File: config.mk
export PLATFORM = sky130hd
export DESIGN_NAME = bcd_display_scanner
export DESIGN_NICKNAME = d
export VERILOG_FILES = /design/src/rtl/bcd_display_scanner_pkg.sv /design/src/rtl/bcd_display_scanner_seven_seg_decoder.sv /design/src/rtl/bcd_display_scanner.sv
export SDC_FILE = /design/constraint.sdc
export NUM_CORES = 1
export LEC_CHECK = 0
export ABC_AREA = 1
export BUFFER_PORTS_ARGS = -buffer_cell sky130_fd_sc_hd__buf_2
export CAP_MARGIN = 0
export CORE_UTILIZATION = 25
export DETAILED_ROUTE_END_ITERATION = 6
export SYNTH_ARGS = -nofsm -noshare
export SYNTH_HDL_FRONTEND = slang
export SYNTH_SLANG_ARGS = --single-unit
File: constraint.sdc
create_clock -name clk -period 1.7 [get_ports clk]
set_input_delay 0.17 -clock clk [delete_from_list [all_inputs] [get_ports clk]]
set_output_delay 0.17 -clock clk [all_outputs]
set_load 0.02 [all_outputs]
File: src/rtl/bcd_display_scanner_pkg.sv
// -----------------------------------------------------------------------------
// bcd_display_scanner_pkg
//   Shared definitions for the two-digit seven-segment scanner:
//   - FSM state encodings (plain localparams so older tools can use them)
//   - Active-high segment patterns, bit order {g,f,e,d,c,b,a}
//   - A small elaboration-time helper for sizing the slot counter
// -----------------------------------------------------------------------------
package bcd_display_scanner_pkg;

  // Scan FSM. Each digit slot begins with a dead (blanked) interval.
  localparam int          STATE_W     = 2;
  localparam logic [1:0]  ST_DEAD_T   = 2'd0;
  localparam logic [1:0]  ST_TENS     = 2'd1;
  localparam logic [1:0]  ST_DEAD_O   = 2'd2;
  localparam logic [1:0]  ST_ONES     = 2'd3;

  // Segment patterns, active-high, {g,f,e,d,c,b,a}.
  localparam logic [6:0]  SEG_0       = 7'b0111111;
  localparam logic [6:0]  SEG_1       = 7'b0000110;
  localparam logic [6:0]  SEG_2       = 7'b1011011;
  localparam logic [6:0]  SEG_3       = 7'b1001111;
  localparam logic [6:0]  SEG_4       = 7'b1100110;
  localparam logic [6:0]  SEG_5       = 7'b1101101;
  localparam logic [6:0]  SEG_6       = 7'b1111101;
  localparam logic [6:0]  SEG_7       = 7'b0000111;
  localparam logic [6:0]  SEG_8       = 7'b1111111;
  localparam logic [6:0]  SEG_9       = 7'b1101111;
  localparam logic [6:0]  SEG_DASH    = 7'b1000000;
  localparam logic [6:0]  SEG_OFF     = 7'b0000000;

  // Larger of two integers; used to size a counter shared by two intervals.
  function automatic int max_int(input int a, input int b);
    return (a > b) ? a : b;
  endfunction

endpackage : bcd_display_scanner_pkg

File: src/rtl/bcd_display_scanner_seven_seg_decoder.sv
// -----------------------------------------------------------------------------
// seven_seg_decoder
//   Purely combinational BCD to seven-segment decoder, active-high output.
//   Codes 10..15 are not BCD and show a dash so a bad upstream value is
//   visible on the display rather than silently rendered as a stray glyph.
//
// Ports
//   digit  in  4  BCD digit
//   seg    out 7  active-high segments {g,f,e,d,c,b,a}
// -----------------------------------------------------------------------------
module seven_seg_decoder
  import bcd_display_scanner_pkg::*;
(
  input  logic [3:0] digit,
  output logic [6:0] seg
);

  always_comb begin
    unique case (digit)
      4'd0:    seg = SEG_0;
      4'd1:    seg = SEG_1;
      4'd2:    seg = SEG_2;
      4'd3:    seg = SEG_3;
      4'd4:    seg = SEG_4;
      4'd5:    seg = SEG_5;
      4'd6:    seg = SEG_6;
      4'd7:    seg = SEG_7;
      4'd8:    seg = SEG_8;
      4'd9:    seg = SEG_9;
      default: seg = SEG_DASH;
    endcase
  end

endmodule : seven_seg_decoder

File: src/rtl/bcd_display_scanner.sv
// -----------------------------------------------------------------------------
// bcd_display_scanner
//   Drives a two-digit common-anode seven-segment display by time
//   multiplexing. Incoming BCD digits are captured into a shadow register on
//   load and only committed to the display registers at the frame boundary,
//   so a digit never changes partway through a scan. Every digit slot starts
//   with a blanked dead interval to suppress ghosting between digits.
//
//   Scan order: DEAD_T -> TENS -> DEAD_O -> ONES -> DEAD_T ...
//   With DEAD_CYCLES == 0 the dead states are skipped (TENS <-> ONES).
//
// Parameters
//   REFRESH_DIV     clocks each digit is lit per slot (>= 2)
//   DEAD_CYCLES     blanked clocks at the start of each slot (0 = none)
//   SEG_ACTIVE_LOW  1: seg bit 0 lights the segment
//   AN_ACTIVE_LOW   1: an bit 0 enables the digit
//
// Ports
//   clk         in   1  system clock, rising edge
//   rst_n       in   1  asynchronous active-low reset
//   load        in   1  one-cycle strobe, capture n2/n1
//   n2          in   4  tens digit (BCD)
//   n1          in   4  ones digit (BCD)
//   blank_lz    in   1  darken the tens digit while it is zero (sampled live)
//   seg         out  7  segments {g,f,e,d,c,b,a}, registered
//   an          out  2  digit enables {tens,ones}, registered
//   frame_tick  out  1  one-cycle pulse after the edge that ends a frame
// -----------------------------------------------------------------------------
module bcd_display_scanner
  import bcd_display_scanner_pkg::*;
#(
  parameter int REFRESH_DIV    = 50000,
  parameter int DEAD_CYCLES    = 16,
  parameter int SEG_ACTIVE_LOW = 1,
  parameter int AN_ACTIVE_LOW  = 1
) (
  input  logic       clk,
  input  logic       rst_n,
  input  logic       load,
  input  logic [3:0] n2,
  input  logic [3:0] n1,
  input  logic       blank_lz,
  output logic [6:0] seg,
  output logic [1:0] an,
  output logic       frame_tick
);

  // One counter serves both lit and dead intervals, so size it for the longer.
  localparam int             CNT_MAX   = max_int(REFRESH_DIV, DEAD_CYCLES);
  localparam int             CNT_W     = $clog2(CNT_MAX);
  localparam logic [CNT_W-1:0] LIT_LAST  = CNT_W'(REFRESH_DIV - 1);
  localparam logic [CNT_W-1:0] DEAD_LAST = CNT_W'((DEAD_CYCLES > 0) ? DEAD_CYCLES - 1 : 0);
  localparam bit             SKIP_DEAD = (DEAD_CYCLES == 0);

  // Physical polarity masks: XOR an active-high value to get the pin value.
  localparam logic [6:0] SEG_INV = (SEG_ACTIVE_LOW != 0) ? 7'h7F : 7'h00;
  localparam logic [1:0] AN_INV  = (AN_ACTIVE_LOW  != 0) ? 2'b11 : 2'b00;

  // ---------------------------------------------------------------------------
  // State
  // ---------------------------------------------------------------------------
  logic [STATE_W-1:0] state_q,    state_d;
  logic [CNT_W-1:0]   cnt_q,      cnt_d;
  logic               pending_q,  pending_d;
  logic [3:0]         shadow_n2_q, shadow_n2_d;
  logic [3:0]         shadow_n1_q, shadow_n1_d;
  logic [3:0]         disp_n2_q,  disp_n2_d;
  logic [3:0]         disp_n1_q,  disp_n1_d;
  logic [6:0]         seg_q,      seg_d;
  logic [1:0]         an_q,       an_d;
  logic               frame_tick_q, frame_tick_d;

  logic               slot_last;
  logic               frame_end;
  logic [3:0]         dec_digit;
  logic [6:0]         dec_seg;

  // ---------------------------------------------------------------------------
  // Slot counter and scan FSM
  // ---------------------------------------------------------------------------
  always_comb begin
    // NOTE: every signal assigned here gets a default first; a path that left
    // one unassigned would infer a latch.
    state_d = state_q;
    cnt_d   = cnt_q + 1'b1;

    if ((state_q == ST_TENS) || (state_q == ST_ONES)) begin
      slot_last = (cnt_q == LIT_LAST);
    end else begin
      slot_last = (cnt_q == DEAD_LAST);
    end

    // Counter is cleared on every state change, so it never needs to wrap
    // past the current interval's length.
    if (slot_last) begin
      cnt_d = '0;
      unique case (state_q)
        ST_DEAD_T: state_d = ST_TENS;
        ST_TENS:   state_d = SKIP_DEAD ? ST_ONES : ST_DEAD_O;
        ST_DEAD_O: state_d = ST_ONES;
        default:   state_d = SKIP_DEAD ? ST_TENS : ST_DEAD_T;
      endcase
    end
  end

  // The frame ends on the last clock of the ones slot.
  assign frame_end = (state_q == ST_ONES) && slot_last;

  // ---------------------------------------------------------------------------
  // Capture / commit
  //   Shadow holds the latest load; display is only updated at frame_end.
  //   A load on the frame_end edge itself goes straight to the display so it
  //   is not delayed a whole extra frame.
  // ---------------------------------------------------------------------------
  always_comb begin
    shadow_n2_d = shadow_n2_q;
    shadow_n1_d = shadow_n1_q;
    pending_d   = pending_q;
    disp_n2_d   = disp_n2_q;
    disp_n1_d   = disp_n1_q;

    if (load) begin
      shadow_n2_d = n2;
      shadow_n1_d = n1;
    end

    if (frame_end) begin
      pending_d = 1'b0;
      if (load) begin
        disp_n2_d = n2;
        disp_n1_d = n1;
      end else if (pending_q) begin
        disp_n2_d = shadow_n2_q;
        disp_n1_d = shadow_n1_q;
      end
    end else if (load) begin
      pending_d = 1'b1;
    end
  end

  // ---------------------------------------------------------------------------
  // Output stage: decoded from the current state, registered one clock later.
  // ---------------------------------------------------------------------------
  assign dec_digit = (state_q == ST_TENS) ? disp_n2_q : disp_n1_q;

  seven_seg_decoder u_decoder (
    .digit (dec_digit),
    .seg   (dec_seg)
  );

  always_comb begin
    logic [6:0] seg_ah;
    logic [1:0] an_ah;

    seg_ah = SEG_OFF;
    an_ah  = 2'b00;

    unique case (state_q)
      ST_TENS: begin
        // Leading-zero blanking looks at blank_lz live, not at load time.
        if (!(blank_lz && (disp_n2_q == 4'd0))) begin
          seg_ah = dec_seg;
          an_ah  = 2'b10;
        end
      end
      ST_ONES: begin
        seg_ah = dec_seg;
        an_ah  = 2'b01;
      end
      default: begin
        seg_ah = SEG_OFF;
        an_ah  = 2'b00;
      end
    endcase

    seg_d        = seg_ah ^ SEG_INV;
    an_d         = an_ah  ^ AN_INV;
    frame_tick_d = frame_end;
  end

  // ---------------------------------------------------------------------------
  // Registers
  // ---------------------------------------------------------------------------
  // NOTE: sequential state uses non-blocking assignments so every flop samples
  // the pre-edge value of every other flop, independent of statement order.
  always_ff @(posedge clk or negedge rst_n) begin
    if (!rst_n) begin
      state_q      <= ST_DEAD_T;
      cnt_q        <= '0;
      pending_q    <= 1'b0;
      shadow_n2_q  <= 4'd0;
      shadow_n1_q  <= 4'd0;
      disp_n2_q    <= 4'd0;
      disp_n1_q    <= 4'd0;
      seg_q        <= SEG_OFF ^ SEG_INV;
      an_q         <= AN_INV;
      frame_tick_q <= 1'b0;
    end else begin
      state_q      <= state_d;
      cnt_q        <= cnt_d;
      pending_q    <= pending_d;
      shadow_n2_q  <= shadow_n2_d;
      shadow_n1_q  <= shadow_n1_d;
      disp_n2_q    <= disp_n2_d;
      disp_n1_q    <= disp_n1_d;
      seg_q        <= seg_d;
      an_q         <= an_d;
      frame_tick_q <= frame_tick_d;
    end
  end

  assign seg        = seg_q;
  assign an         = an_q;
  assign frame_tick = frame_tick_q;

endmodule : bcd_display_scanner

==> results.sh, run 1 <==
export IMPL_outcome="finished clean"
export IMPL_ctsHtreeMaxLevel=2
export IMPL_r2r_end="seg[3]"
export IMPL_die_x_um=101
export IMPL_dp_slack_ns=0.00550
export IMPL_ys_warn_count=0
export IMPL_grt_start_max_net_pins=28
export IMPL_whs_endpoint="shadow_n2_q[0]"
export IMPL_io_pins=22
export IMPL_relSlewSlack=0.699
export IMPL_io_buffers=21
export IMPL_grt_ovfl_total=0
export IMPL_clk_pin_slew_ns=0.10
export IMPL_peakVddDrop_v=0.000307
export IMPL_cts_buffer_depth=2
export IMPL_dpl_cell_count=443
export IMPL_critical_path_top_delay_family="adder cells"
export IMPL_hpwl_mm=3.71
export IMPL_finalCriticalPeriod_ns=1.61
export IMPL_start_util=0.262
export IMPL_p_leak_nw=1.48
export IMPL_grt_pass1_vias=1913
export IMPL_crit_buf_inv=2
export IMPL_critPathCaptureType="flop"
export IMPL_via_count=1922
export IMPL_dr_pass1_iters=4
export IMPL_drv_slew=0
export IMPL_drc_errors=0
export IMPL_rows=35
export IMPL_cpPeakStageDelay_ns=0.38
export IMPL_synth_cells=293
export IMPL_holdCritPathClass="in -> reg"
export IMPL_drt_total_wl_mm=4.88
export IMPL_ys_ff_latch=45
export IMPL_finalNonFillerCells=455
export IMPL_clk_latency_ns=0.30
export IMPL_worstSetupPathType="reg -> reg"
export IMPL_clkSinkCount=45
export IMPL_crit_top_cell="nand2_1"
export IMPL_fmax_ghz=0.621
export IMPL_vias_per_cell=4.22
export IMPL_n_antenna_cell=0
export IMPL_min_from="n2[0]"
export IMPL_cts_tree="built"
export IMPL_power_per_cell_area_mw_per_mm2=652
export IMPL_gp_congestion=0.857
export IMPL_yosys_cell_types_count=33
export IMPL_setup_violations=0
export IMPL_fin_crit_sh=0.947
export IMPL_critPathSlowestCell="dfrtp_1"
export IMPL_r2r_start="state_q[1]"
export IMPL_drtAntennaViolNets=0
export IMPL_drv_cap=0
export IMPL_cp_start_kind="flop"
export IMPL_crit_fanout=5
export IMPL_fin_nets=348
export IMPL_syn_to_final_growth_pct=18.7
export IMPL_critical_path_cell_chain="inv_2 -> ha_4 -> nand2_1 -> o21a_2 -> inv_2 -> ha_1 -> or2_4 -> nand2_1 -> nand2_1"
export IMPL_cp_required_ns=1.94
export IMPL_synth_seq_area_share=0.462
export IMPL_core_mm2=0.00937
export IMPL_drive_above_1_share=0.267
export IMPL_drt_iter0_drc=96
export IMPL_die_h_um=101
export IMPL_worst_pin_slew_ns=0.451
export IMPL_antenna_found_initial=0
export IMPL_wire_per_inst_um=10.7
export IMPL_min_path_cells=3
export IMPL_syn_area_per_cell_um2=8.40
export IMPL_syn_area_mm2=0.00246
export IMPL_rr_worst_depth=9
export IMPL_arrival_ns=1.84
export IMPL_finClkSkew_ns=0.00856
export IMPL_hold_violations=0
export IMPL_finalWorstSetupSlack_ns=0.0909
export IMPL_cts_buffers=5
export IMPL_track_usage=0.105
export IMPL_clockRootBuffer="clkbuf_8"
export IMPL_grt_pass1_wl_mm=8.54
export IMPL_syn_num_nets=316
export IMPL_dieArea_mm2=0.0102
export IMPL_r2r_slack_ns=0.09
## cells by family (layout without fill, tap and decap cells)
logic type	count (synthesis)	in the layout	synth area share
AOI/OAI and AO/OA	25	25	0.0585
xor gates and xnor gates	11	11	0.0392
adders and majority gates	11	11	0.0560
buffers and inverters	50	83	0.0854
DFF	45	45	0.462
and+or+nand+nor	151	151	0.299
## layer usage
metal	wire, um	share of wire	global-route usage
met1	2350	0.48	0.133
met5	0	0	0
met2	2340	0.48	0.177
met3	162	0.033	0.0262
met4	34	0.0070	0.0334
## flip-flops by register name, summed over array words and instances (netlist names)
| signal | count |
|---|---|
| an | 2 |
| cnt_q | 16 |
| disp_n1_q | 4 |
| disp_n2_q | 4 |
| frame_tick | 1 |
| pending_q | 1 |
| seg | 7 |
| shadow_n1_q | 4 |
| shadow_n2_q | 4 |
| state_q | 2 |
## layout make-up
cell class / count / area, um^2
fillers: 1004 / 6450
inverters: 43 / 163
clock buffers: 5 / 68.8
flip-flops and latches: 45 / 1140
well taps: 129 / 161
repair buffers: 32 / 203
multi-input cells: 198 / 1160
clock inverters: 3 / 25.0
## worst min-delay path, cell delays in order
cell and delay [ns]:
buf_2 0.08, nand2_1 0.04, nand2_1 0.07
## synthesized netlist by cell type, drive strengths merged
cell type,number,area share
buf,7,0.019
nand4,14,0.038
clkinv,1,0.0020
and2,1,0.0036
o21ai,16,0.037
nor3,9,0.022
nor2,24,0.053
dfstp,9,0.096
inv,42,0.064
o21a,1,0.0031
xor2,10,0.036
o211ai,1,0.0031
nor3b,1,0.0031
xnor2,1,0.0036
or2,4,0.010
nand3,16,0.039
dfrtp,36,0.37
a21oi,6,0.012
o21bai,1,0.0031
nand2,82,0.13
ha,11,0.056
## worst max-delay path by stage
stage          depth (start not counted)     end        from
4_1_cts                               10  seg[0]  state_q[1]
3_5_place_dp                          10  seg[0]  state_q[1]
5_1_grt                                8  seg[3]  state_q[0]
3_3_place_gp                           8  seg[3]  state_q[1]
2_1_floorplan                         10  seg[3]  state_q[1]
6_report                               9  seg[3]  state_q[1]
## metrics by stage
| stage | util | instance area (um^2) | power, W | TNS, ns | hold slack (ns) |
|---|---|---|---|---|---|
| final | 0.312 | 2920 | 0.00190 | 0 | 0.0862 |
| after global routing | 0.312 | 2920 | 0.00200 | -0.0116 | 0.0872 |
| after CTS | 0.306 | 2870 | 0.00194 | 0 | 0.0822 |
| after detailed placement | 0.293 | 2750 | 0.00123 | 0 | 0.141 |
| after global placement | 0.293 | 2750 | 0.00122 | 0 | 0.140 |
| after floorplan | - | 2470 | 0.00117 | 0 | -0.126 |
## cells in the final DEF, fill, tap and decap left out, types with 2 or more instances in the layout
cell type | Yosys | layout
nand2_1 | 78 | 78
dfrtp_1 | 36 | 36
inv_1 | 36 | 33
buf_2 | 5 | 21
nor2_1 | 17 | 16
nand3_1 | 13 | 13
nand4_1 | 13 | 13
xor2_1 | 10 | 10
ha_1 | 11 | 10
inv_2 | 6 | 9
dfstp_2 | 9 | 9
buf_4 | 0 | 9
nor3_1 | 7 | 7
a21oi_1 | 6 | 6
o21ai_1 | 7 | 6
nor2_2 | 4 | 5
o21ai_0 | 6 | 5
clkbuf_8 | 0 | 5
nand2_2 | 4 | 4
o21ai_2 | 3 | 4
nor3_2 | 2 | 2
nor2_4 | 2 | 2
nand3_2 | 3 | 2
or2_2 | 3 | 2
## power by group
part | internal, W | total (W) | switching [W]
clock | 0.000297 | 0.000700 | 0.000402
sequential | 0.00110 | 0.00111 | 0.00000577
combinational | 0.0000320 | 0.0000965 | 0.0000645
## timing repair
| item | CTS | global route |
|---|---|---|
| endpoints found under the hold margin | 17 | 0 |
| gates resized for setup | 0 | 10 |
| buffers inserted | 2 | 1 |
| setup endpoints to repair | 1 | 18 |
| cloned | 0 | 0 |
| hold buffers | 1 | 0 |
(Power assumes the default switching activity.)
==> run 2: changes to the inputs <==
SYNTH_HIERARCHICAL = 1   (was not set)
==> run 2 against run 1 <==
Against the previous run:
- the flow now finishes with violations (DRC)
- via count is 6.6% lower
- critical endpoint is now cnt_q[14]
- cell area is 6.3% lower
- clock power decreased by 3.9%
- highest routed layer unchanged
==> results.sh, run 2 <==
export IMPL_drc_errors=1
export IMPL_drt_total_wl_mm=4.47
export IMPL_die_h_um=98.5
export IMPL_synth_area_leaders="dfrtp_1, nand2_1, dfstp_2, ha_1, inv_1"
export IMPL_drt_iter0_drc=71
export IMPL_finalCriticalPeriod_ns=1.57
export IMPL_cts_buffer_depth=2
export IMPL_gp_congestion=0.855
export IMPL_synth_cells=285
export IMPL_dieArea_mm2=0.00971
export IMPL_syn_to_final_growth_pct=17.5
export IMPL_grt_pass1_wl_mm=8.20
export IMPL_drv_cap=0
export IMPL_rsz0062_at_grt="yes"
export IMPL_largest_reg_flops=16
export IMPL_dp_slack_ns=0.00997
export IMPL_drive_above_1_share=0.230
export IMPL_yosysTopAreaCellShare=0.387
export IMPL_place_area_mm2=0.00260
export IMPL_io_buffers=21
export IMPL_synth_edf_count=0
export IMPL_yosysMostFrequentCell="nand2_1"
export IMPL_fin_crit_sh=0.923
export IMPL_peakVddDrop_v=0.000321
export IMPL_vias_per_cell=4.18
export IMPL_track_usage=0.103
export IMPL_crit_path_start="cnt_q[0]"
export IMPL_fin_nets=344
export IMPL_grt_busiest_layer="met2"
export IMPL_drv_slew=0
export IMPL_yosys_area_top_type="dfrtp_1"
export IMPL_synth_seq_area_share=0.488
export IMPL_setup_violations=0
export IMPL_critPathCaptureType="flop"
export IMPL_gr_usage_met1=0.129
export IMPL_power_per_cell_area_mw_per_mm2=684
export IMPL_finClkSkew_ns=0.0107
export IMPL_ctsHtreeMaxLevel=2
export IMPL_yosys_top_cells_count="nand2_1, dfrtp_1, inv_1, nor2_1, nand3_1"
export IMPL_clockRootBuffer="clkbuf_8"
export IMPL_yosys_cell_types_count=27
export IMPL_violations="DRC"
export IMPL_rows=34
export IMPL_grt_ovfl_total=0
export IMPL_layout_commonest_cell="nand2_1"
export IMPL_r2r_start="cnt_q[0]"
export IMPL_critical_path_cell_chain="ha_2 -> nand2_2 -> nor2_4 -> buf_4 -> nand2_1 -> nor2_1 -> nand2_1 -> o21ai_1 -> nor2_1"
export IMPL_total_power_w=0.00187
export IMPL_outcome="complete, but fails checks"
export IMPL_holdCritPathClass="in -> reg"
export IMPL_fmax_ghz=0.637
export IMPL_p_leak_nw=1.46
export IMPL_cp_required_ns=1.90
export IMPL_postLayoutCellArea_mm2=0.00274
export IMPL_core_mm2=0.00889
export IMPL_dr_pass1_iters=7
export IMPL_finalWorstSetupSlack_ns=0.131
export IMPL_syn_area_per_cell_um2=8.17
export IMPL_via_count=1796
export IMPL_io_pins=22
export IMPL_grt_start_max_net_pins=21
export IMPL_worst_pin_slew_ns=0.461
export IMPL_syn_area_mm2=0.00233
export IMPL_cts_buffers=5
export IMPL_antenna_found_initial=0
export IMPL_hold_slack_ns=0.0933
export IMPL_met2_usage=0.179
export IMPL_ys_warn_count=6
export IMPL_synthFlopType="dfrtp_1"
export IMPL_final_cell_mix="nand2_1, dfrtp_1, inv_1"
export IMPL_die_x_um=98.5
export IMPL_relSlewSlack=0.693
export IMPL_gr_usage_met3=0.0255
export IMPL_critPathSlowestCell="dfrtp_1"
export IMPL_cpPeakStageDelay_ns=0.38
export IMPL_cp_start_kind="flop"
export IMPL_worstSetupPathType="reg -> reg"
export IMPL_start_util=0.262
export IMPL_syn_num_nets=308
export IMPL_cts_tree="built"
export IMPL_min_from="n2[2]"
export IMPL_clk_latency_ns=0.30
export IMPL_clkSinkCount=45
export IMPL_ys_ff_latch=45
export IMPL_hold_violations=0
export IMPL_arrival_ns=1.76
export IMPL_drtAntennaViolNets=0
export IMPL_regMostFlops="cnt_q"
export IMPL_grt_pass1_vias=1846
export IMPL_n_antenna_cell=0
export IMPL_wire_per_inst_um=10.4
export IMPL_clk_pin_slew_ns=0.09
export IMPL_postSynth_asyncResetShare=1.00
export IMPL_hpwl_mm=3.45
export IMPL_crit_fanout=6
[run 2: changes by cell type after synthesis, sizes merged, moves of 3 or more]
| cell | previous run | this run |
|---|---|---|
| buf | 7 | 4 |
| inv | 42 | 39 |
| nand2 | 82 | 110 |
| nand3 | 16 | 13 |
| nor3 | 9 | 4 |
| o21ai | 16 | 7 |
| or2 | 4 | 1 |
| xor2 | 10 | 6 |
[run 2: worst paths after layout]
kind                       slack (ns)  cells past startpoint             end
max in group asynchronous        0.72                      3           an[1]
hold / removal                   0.09                      3  shadow_n2_q[2]
setup reg to reg                 0.13                      9       cnt_q[14]
hold reg to reg                  0.48                      2  shadow_n1_q[0]
min in group asynchronous        0.35                      2  shadow_n1_q[3]
setup / recovery                 0.13                      9       cnt_q[14]
[run 2: through the flow]
stage / TNS [ns] / utilization / instances
3_3_place_gp: 0 / 0.292 / 418
5_1_grt: -0.0158 / 0.308 / 430
2_1_floorplan: 0 / - / 285
6_report: 0 / 0.308 / 430
3_5_place_dp: 0 / 0.292 / 418
4_1_cts: 0 / 0.305 / 428
[run 2: where the power goes]
group	switching [W]	leakage (nW)	internal, W	total, W
combinational	0.0000629	0.847	0.0000290	0.0000919
clock	0.000381	0.0481	0.000292	0.000673
sequential	0.00000605	0.564	0.00110	0.00111
total	0.000450	1.46	0.00142	0.00187
[run 2: cell families (layout without fill, tap and decap cells)]
kind of cell / count (synthesis) / in the layout / synth area share
and+or+nand+nor: 164 / 164 / 0.308
DFF: 45 / 45 / 0.488
buffers and inverters: 43 / 80 / 0.0763
AOI/OAI and AO/OA: 16 / 16 / 0.0456
adders and majority gates: 11 / 11 / 0.0591
xor gates and xnor gates: 6 / 6 / 0.0226
[run 2: per-layer routing]
layer,wire [um],share of wire
met1,2180,0.49
met2,2130,0.48
met3,134,0.030
met4,29,0.0065
met5,0,0
[run 2: layout make-up]
| class | instances | area, um^2 |
|---|---|---|
| clock inverter | 3 | 22.5 |
| tap | 108 | 135 |
| timing repair buffer | 33 | 198 |
| sequential | 45 | 1140 |
| clock buffer | 5 | 68.8 |
| inverter | 39 | 146 |
| fill | 948 | 6150 |
| multi-input combinational | 197 | 1030 |
[run 2: repair_timing]
item                       CTS  global route
resized for setup            0             9
hold buffers                 1             0
pin swaps                    0             1
hold endpoints to repair    14             0
setup endpoints to repair    1            10
setup buffers                1             2
[run 2: critical path: cells and delay by family, from the launching register on]
kind / cells / cell delay [ns]
fa+ha+maj: 1 / 0.20
simple gates: 6 / 0.62
buf+inv: 1 / 0.14
flops: 1 / 0.38
compound gates: 1 / 0.13
